**src/rtl/instruction_fetch.sv**
```systemverilog
// Fetch stage: issues instruction-memory reads at the current PC, feeds next_address back to the PC
// and loads the IF/ID register, handling wait states, decode stalls and redirects.
module instruction_fetch #(
  parameter logic [31:0] INT_VECTOR = 32'h0000_0080,
  parameter int unsigned PC_STEP    = 4
) (
  input  logic        clock,
  input  logic        reset,
  input  logic [31:0] pc_in,
  output logic [31:0] next_address,
  output logic        imem_req,
  output logic [31:0] imem_addr,
  input  logic [31:0] imem_rdata,
  input  logic        imem_ack,
  input  logic        stall_in,
  input  logic        interrupt,
  input  logic        jump,
  input  logic [31:0] jump_target,
  input  logic        branch_taken,
  input  logic [31:0] branch_target,
  output logic [31:0] ifid_instr,
  output logic [31:0] ifid_pc_plus4,
  output logic        ifid_valid
);

  localparam logic [2:0] IDLE  = 3'd0;
  localparam logic [2:0] FETCH = 3'd1;
  localparam logic [2:0] WAIT  = 3'd2;
  localparam logic [2:0] DRAIN = 3'd3;
  localparam logic [2:0] HOLD  = 3'd4;

  localparam logic [31:0] STEP = 32'(PC_STEP);

  logic [2:0]  state, next_state;
  logic [31:0] req_addr;
  logic [31:0] buf_instr, buf_pc_plus4;

  logic        redirect, accept;
  logic [31:0] target;
  logic [31:0] pc_plus4, req_plus4;
  logic        load_ifid, load_buf, load_req;
  logic [31:0] load_instr, load_pc_plus4;

  assign redirect  = interrupt | jump | branch_taken;
  assign target    = interrupt ? INT_VECTOR : (jump ? jump_target : branch_target);
  assign accept    = !ifid_valid || !stall_in;
  assign pc_plus4  = pc_in + STEP;
  assign req_plus4 = req_addr + STEP;

  // Next state, memory request, next PC and IF/ID load selection
  always_comb begin
    next_state    = state;
    imem_req      = 1'b0;
    imem_addr     = req_addr;
    next_address  = pc_in;
    load_ifid     = 1'b0;
    load_buf      = 1'b0;
    load_req      = 1'b0;
    load_instr    = imem_rdata;
    load_pc_plus4 = req_plus4;

    case (state)
      IDLE: next_state = FETCH;
      FETCH: begin
        imem_req  = accept;
        imem_addr = pc_in;
        load_req  = accept;
        if (accept) begin
          if (imem_ack) begin
            if (!redirect) begin
              load_ifid     = 1'b1;
              load_pc_plus4 = pc_plus4;
              next_address  = pc_plus4;
            end
          end else begin
            next_state = redirect ? DRAIN : WAIT;
          end
        end
      end
      WAIT: begin
        imem_req = 1'b1;
        if (redirect) begin
          next_state = imem_ack ? FETCH : DRAIN;
        end else if (imem_ack) begin
          next_address = req_plus4;
          if (accept) begin
            load_ifid  = 1'b1;
            next_state = FETCH;
          end else begin
            load_buf   = 1'b1;
            next_state = HOLD;
          end
        end
      end
      DRAIN: begin
        imem_req = 1'b1;
        if (imem_ack && !redirect) next_state = FETCH;
      end
      HOLD: begin
        if (redirect) begin
          next_state = FETCH;
        end else if (!stall_in) begin
          load_ifid     = 1'b1;
          load_instr    = buf_instr;
          load_pc_plus4 = buf_pc_plus4;
          next_state    = FETCH;
        end
      end
      default: next_state = IDLE;
    endcase

    if (redirect) next_address = target;

    // The PC must hold and memory must see no request while in reset
    if (reset) begin
      imem_req     = 1'b0;
      next_address = pc_in;
      load_ifid    = 1'b0;
      load_buf     = 1'b0;
      load_req     = 1'b0;
    end
  end

  always_ff @(posedge clock) begin
    if (reset) begin
      state         <= IDLE;
      req_addr      <= 32'h0;
      buf_instr     <= 32'h0;
      buf_pc_plus4  <= 32'h0;
      ifid_instr    <= 32'h0;
      ifid_pc_plus4 <= 32'h0;
      ifid_valid    <= 1'b0;
    end else begin
      state <= next_state;
      if (load_req) req_addr <= pc_in;
      if (redirect) begin
        ifid_valid   <= 1'b0;
        buf_instr    <= 32'h0;
        buf_pc_plus4 <= 32'h0;
      end else begin
        if (load_ifid) begin
          ifid_instr    <= load_instr;
          ifid_pc_plus4 <= load_pc_plus4;
          ifid_valid    <= 1'b1;
        end
        if (load_buf) begin
          buf_instr    <= imem_rdata;
          buf_pc_plus4 <= req_plus4;
        end
      end
    end
  end

endmodule
```
**config.mk**
```make
export PLATFORM = sky130hd
export DESIGN_NAME = instruction_fetch
export DESIGN_NICKNAME = d
export VERILOG_FILES = /design/src/rtl/instruction_fetch.sv
export SDC_FILE = /design/constraint.sdc
export NUM_CORES = 1
export LEC_CHECK = 0
export ABC_AREA = 1
export CELL_PAD_IN_SITES_DETAIL_PLACEMENT = 1
export CELL_PAD_IN_SITES_GLOBAL_PLACEMENT = 2
export CORE_UTILIZATION = 25
export DETAILED_ROUTE_END_ITERATION = 7
export PLACE_DENSITY_LB_ADDON = 0.08
export SLEW_MARGIN = 20
export SYNTH_ARGS = -nofsm -noshare
export SYNTH_HDL_FRONTEND = slang
export SYNTH_SLANG_ARGS = --single-unit
```
**constraint.sdc**
```tcl
create_clock -name clock -period 4 [get_ports clock]
set_clock_uncertainty 0.1 [all_clocks]
set_input_delay 1.2 -clock clock [delete_from_list [all_inputs] [get_ports clock]]
set_output_delay 1.2 -clock clock [all_outputs]
set_load 0.05 [all_outputs]
```
# After elaboration in Yosys (flattened, before gate mapping)
# Index checks and enable logic that the tools add are counted.
[op_classes] reduce_logical=10 n_bitwise=3 n_addsub=2 eq_ne=9 mux=45
[ops] operator="2-to-1 mux 32 bit" count=13
[ops] operator="one-hot mux 32 bit (2 select lines)" count=2
[ops] operator="adder 32 x 3 -> 32 bit (second input constant)" count=2
[ops] operator="2-to-1 mux 3 bit" count=8
[ops] operator="2-to-1 mux 1 bit" count=18
[ops] operator="one-hot mux 3 bit (5 select lines)" count=1
[ops] operator="equality test 3 x 2 -> 1 bit (second input constant)" count=2
[ops] operator="inequality test 2 bit (second input constant)" count=3
[ops] operator="inequality test 3 bit (second input constant)" count=2
[ops] operator="AND reduction 5 bit" count=1
[ops] operator="OR reduction 2 bit" count=2
[ops] operator="equality test 3 x 1 -> 1 bit (second input constant)" count=1
[ops] operator="equality test 3 bit (second input constant)" count=1
[ops] operator="logical NOT 1 bit" count=3
[ops] operator="logical NOT 3 bit" count=1
[ops] operator="one-hot mux 1 bit (3 select lines)" count=1
[ops] operator="2-to-1 mux 2 bit" count=1
[ops] operator="bitwise OR 1 bit" count=2
[ops] operator="one-hot mux 1 bit (2 select lines)" count=1
[ops] operator="AND reduction 2 bit" count=1
[ops] operator="logical AND 1 bit" count=1
[ops] operator="logical OR 1 bit" count=1
[ops] operator="NOT 1 bit" count=1
[word_totals] inputBits=135 register_bits=164 word_cells=76 output_inout_bits=130

# Depth between registers and ports, before layout
# Gate-level depths: netlist (run 1).
[depth] ltp_word=8 depth_mapped=13 depth_no_buf=11

# Worst setup path after synthesis (run 1)
# Ideal clock, no wire load.
[synth_timing] kind="in2out" from="input port jump" to="output port next_address[2]" stages=7 arrival_ns=3.031 path_buffers=2 required_ns=2.700 setup_slack_ns=-0.331 cell_sequence="buf_2 > nor2_4 > nand2_4 > nor2_4 > inv_1 > clkbuf_1 > o21ai_0"
[synth_via] elab_chain_len=4 elab_cells_between_ends=6 cone_classes="mux (4); bitwise (2)"
[synth_rtl] element="start: declaration" line_no="17" source="input logic jump,"
[synth_rtl] element="2-to-1 mux 32 bit or bitwise OR 1 bit (tied branches) (2 in series)" line_no="45, 44"
[synth_rtl] element="2-to-1 mux 32 bit *" line_no="112" source="if (redirect) next_address = target;"
[synth_rtl] element="2-to-1 mux 32 bit *" line_no="115" source="if (reset) begin"
[synth_rtl] element="end: declaration" line_no="10" source="output logic [31:0] next_address,"
# Mark *: on every way between the ends. The rest lies on a longest branch, timed or not.

# Worst setup path after layout (run 1)
[layout_timing] from="input port pc_in[3]" to="output port next_address[11]"
[layout_via] elab_chain_len=6
[layout_rtl] element="start: declaration" line_no="9" source="input logic [31:0] pc_in,"
[layout_rtl] element="adder 32 x 3 -> 32 bit" line_no="47" source="assign pc_plus4 = pc_in + STEP;"
[layout_rtl] element="2-to-1 mux 32 bit" line_no="69" source="if (imem_ack) begin"
[layout_rtl] element="2-to-1 mux 32 bit" line_no="68" source="if (accept) begin"
[layout_rtl] element="one-hot mux 32 bit (2 select lines)" line_no="62" source="case (state)"
[layout_rtl] element="2-to-1 mux 32 bit" line_no="112"
[layout_rtl] element="2-to-1 mux 32 bit" line_no="115"
# Every way passes these cells.

==> results of run 1 <==
-- worst min-delay path, delay by kind of cell (launching register included) --
| family | cells | cell delay, ps |
|---|---|---|
| flip-flops | 1 | 310 |
| buffers and inverters | 1 | 50 |
| AO/OA/AOI/OAI | 1 | 50 |
-- registers in the layout, indices dropped and copies added (netlist names) --
signal and count:
buf_instr 32, buf_pc_plus4 32, ifid_instr 32, ifid_pc_plus4 32, req_addr 32, state 3, ifid_valid 1
-- worst paths after layout --
check	start	endpoint	cells past startpoint
max	pc_in[3]	next_address[11]	12
min	buf_pc_plus4[14]	buf_pc_plus4[14]	2
max reg2reg	state[2]	ifid_pc_plus4[26]	24
min reg2reg	buf_pc_plus4[14]	buf_pc_plus4[14]	2
-- metrics by stage --
stage / hold slack [ps] / cells / instance area (um2) / total power (W)
after floorplan: 329 / 1638 / 10000 / 0.00385
after global placement: 341 / 2545 / 15300 / 0.00607
after detailed placement: 348 / 2545 / 15300 / 0.00610
after CTS: 360 / 2609 / 16600 / 0.00790
after global routing: 385 / 2618 / 17000 / 0.00832
final: 356 / 2618 / 17000 / 0.00796
-- routing by layer --
layer	vias to the layer above	GRT usage, %	wire, um
li1	6306	-	-
met1	6286	37.8	26500
met2	329	42.0	24700
met3	36	5.05	2960
met4	0	5.75	751
met5	-	0	0
-- cell type report --
class	count	area [um2]	area share, %
multi-input combinational	1245	6570	38.6
inverter	131	502	2.95
tap	518	648	3.81
antenna	1	2.50	0.0147
clock buffer	20	467	2.74
clock inverter	12	95.1	0.559
sequential	164	3290	19.3
timing repair buffer	527	5460	32.1
-- cells by family after synthesis --
| family | count (synthesis) | share of synthesized area, % |
|---|---|---|
| buf+inv | 229 | 9.48 |
| xor+xnor | 9 | 0.787 |
| compound gates | 418 | 23.1 |
| fa+ha+maj | 2 | 0.250 |
| simple gates | 815 | 33.5 |
| mux | 1 | 0.0999 |
| flops | 164 | 32.8 |
-- cell usage after synthesis, drive strengths merged, types with 2 or more instances --
library cell,n
o21ai,191
inv,131
a211oi,12
buf,48
nand2,478
nand4,12
nor3,3
ha,2
nor2,200
dfxtp,164
o211ai,13
o221ai,2
a21oi,132
o221a,9
clkbuf,50
nand3,119
o22ai,5
a22oi,8
a31oi,40
o21bai,5
xor2,9
-- cells in the final DEF, fill, tap and decap left out, types with 5 or more instances in the layout --
cell | netlist | routed
a211oi_1 | 12 | 12
a21oi_1 | 132 | 117
a21oi_2 | 0 | 13
a22oi_1 | 8 | 8
a31oi_1 | 40 | 40
buf_12 | 0 | 71
buf_2 | 28 | 6
buf_4 | 5 | 231
buf_6 | 4 | 26
clkbuf_16 | 0 | 20
clkdlybuf4s50_1 | 0 | 164
dfxtp_1 | 164 | 162
dlygate4sd2_1 | 0 | 11
inv_1 | 123 | 110
inv_2 | 7 | 17
nand2_1 | 473 | 420
nand2_2 | 2 | 49
nand2_4 | 3 | 9
nand3_1 | 117 | 79
nand3_2 | 2 | 31
nand3_4 | 0 | 9
nand4_1 | 12 | 12
nor2_1 | 187 | 152
nor2_2 | 6 | 22
nor2_4 | 7 | 26
o211ai_1 | 13 | 13
o21ai_0 | 187 | 161
o21ai_1 | 4 | 16
o21ai_2 | 0 | 13
o21bai_1 | 5 | 5
o221a_2 | 9 | 9
xor2_1 | 9 | 8
-- power by group through the flow --
| stage | Sequential (W) | Clock [W] | Combinational, W |
|---|---|---|---|
| floorplan | 0.00199 | 0 | 0.00186 |
| global placement | 0.00194 | 0 | 0.00413 |
| detailed placement | 0.00194 | 0 | 0.00416 |
| CTS | 0.00191 | 0.00168 | 0.00432 |
| global route | 0.00193 | 0.00175 | 0.00464 |
| finish | 0.00191 | 0.00164 | 0.00441 |
-- timing repair --
action	CTS	global route
hold endpoints to repair	0	0
setup endpoints to repair	39	32
pin swaps	56	55
resized for setup	252	136
setup buffers	34	10
==> reports/qor.yml, run 1 <==
grt:
  antenna_found_initial: 1
  grt_pass1_wl_um: 82000
  grt_max_degree: 64
  grt_pass1_vias: 13300
  overflow: 0
  grt_use_total_pct: 26.8
setup_path:
  crit_buf_inv: 4
  crit_path_top_delay_cell: "nor2_4"
  cp.required_ps: 2700
  critPathTopFamily: "simple AND/OR/NAND/NOR gates"
  crit_chain: "buf_8, buf_6, nand2_4, nor2_4, nand2_4, buf_6, o21ai_1, nand3_1, o211ai_1, nand2_1, nand2_2, buf_12"
  endpoint_kind: "output port"
  critPathMaxStageDelay_ps: 220
  reg2reg_slack_ps: 640
  cp_max_fo: 4
  start_kind: "primary input"
  cp.arrival_ps: 2730
  path_class: "primary input to output port"
synth:
  syn-num-nets: 1775
  yosysTopAreaCell: "dfxtp_1"
  synth_seq_area_share_pct: 32.8
  async_reset_ff_share_pct: 0
  ys_warn_count: 0
  synthCells: 1638
  ys_seq_elements: 164
  synth.area.top_cells: "dfxtp_1 (33%), nand2_1 (18%), o21ai_0 (9.3%)"
  synth_ff_type: "dfxtp_1"
  synth_cell_types: 38
  synth_edf_count: 0
  syn_area_per_cell_um2: 6.12
  syn_area_um2: 10000
  synth_top_cell_area_share_pct: 32.8
outcome:
  violations: "negative setup slack"
  status: "finished with violations"
timing:
  hold_violations: 0
  setup_slack_ps: -28.2
  period_needed_ps: 4030
  max_freq_mhz: 248
  tns_ps: -28.2
  rsz0062_at_grt: "true"
  finalSetupViolations: 1
  maxSlewViolCount: 0
  slew-limit-headroom_pct: 50.2
  worstMarginPinSlew_ps: 745
  period_share_pct: 101
drt:
  via_count: 13000
  ant_nets: 0
  drc: 0
  wl_per_cell_um: 21.0
  wl_um: 54900
  dr.first_iter.drc_count: 761
  routed_via_density: 4.95
  firstDrtPassIters: 5
floorplanning:
  die_w_um: 202
  row_count: 72
  fp.coreArea_um2: 39100
  die_area_um2: 40900
  die_h_um: 202
  initial_utilization_pct: 25.6
  ios: 265
power:
  power_density_nw_per_um2: 468
  seqPwrFrac_pct: 24.0
  p_leak_nw: 7.15
  internal-power_w: 0.00442
  p_sw_w: 0.00354
  pwr-share-comb_pct: 55.4
  swShare_pct: 44.5
  clkPwrFrac_pct: 20.6
  vdd_drop_max_uv: 319
cts:
  cts_hold_buffers: 0
  cts_tree: "yes"
  cts_root_buffer: "clkbuf_16"
  clkSinkCount: 164
  clock_latency_ps: 450
  clkTransAtPathRegs_ps: 60
  htreeDepth: 4
  cts_buffers: 17
  cts_max_path_buffers: 2
worst_hold_path:
  min_path_type: "flop to flop"
flow_run:
  drv_cap: 0
cells_and_area:
  drive_above_1_share_pct: 28.4
  fill_cells: 4900
  finish.utilization_pct: 43.5
  synthToLayoutAreaGrowth_pct: 69.9
  final_nets: 2223
placement:
  gp_congestion: 0.909
  dp_slack_ps: -686
  io_buffers: 264
  dpl.hpwl_um: 42000
Note: power is estimated with default switching activity, not from simulation.
==> inputs of run 2 (changes only) <==
--- a/config.mk
+++ b/config.mk
@@ -6,9 +6,11 @@
 export NUM_CORES = 1
 export LEC_CHECK = 0
 export ABC_AREA = 1
+export CAP_MARGIN = 20
 export CELL_PAD_IN_SITES_DETAIL_PLACEMENT = 1
 export CELL_PAD_IN_SITES_GLOBAL_PLACEMENT = 2
 export CORE_UTILIZATION = 25
+export CTS_CLUSTER_DIAMETER = 120
 export DETAILED_ROUTE_END_ITERATION = 7
 export PLACE_DENSITY_LB_ADDON = 0.08
 export SLEW_MARGIN = 20
==> results of run 2 <==
The final DEF is identical to that of run 1; final timing and power are the same.
==> inputs of run 3 (changes only) <==
--- a/config.mk
+++ b/config.mk
@@ -13,7 +13,6 @@
 export CTS_CLUSTER_DIAMETER = 120
 export DETAILED_ROUTE_END_ITERATION = 7
 export PLACE_DENSITY_LB_ADDON = 0.08
-export SLEW_MARGIN = 20
 export SYNTH_ARGS = -nofsm -noshare
 export SYNTH_HDL_FRONTEND = slang
 export SYNTH_SLANG_ARGS = --single-unit
==> results of run 3 <==
The final DEF is identical to that of run 1; final timing and power are the same.
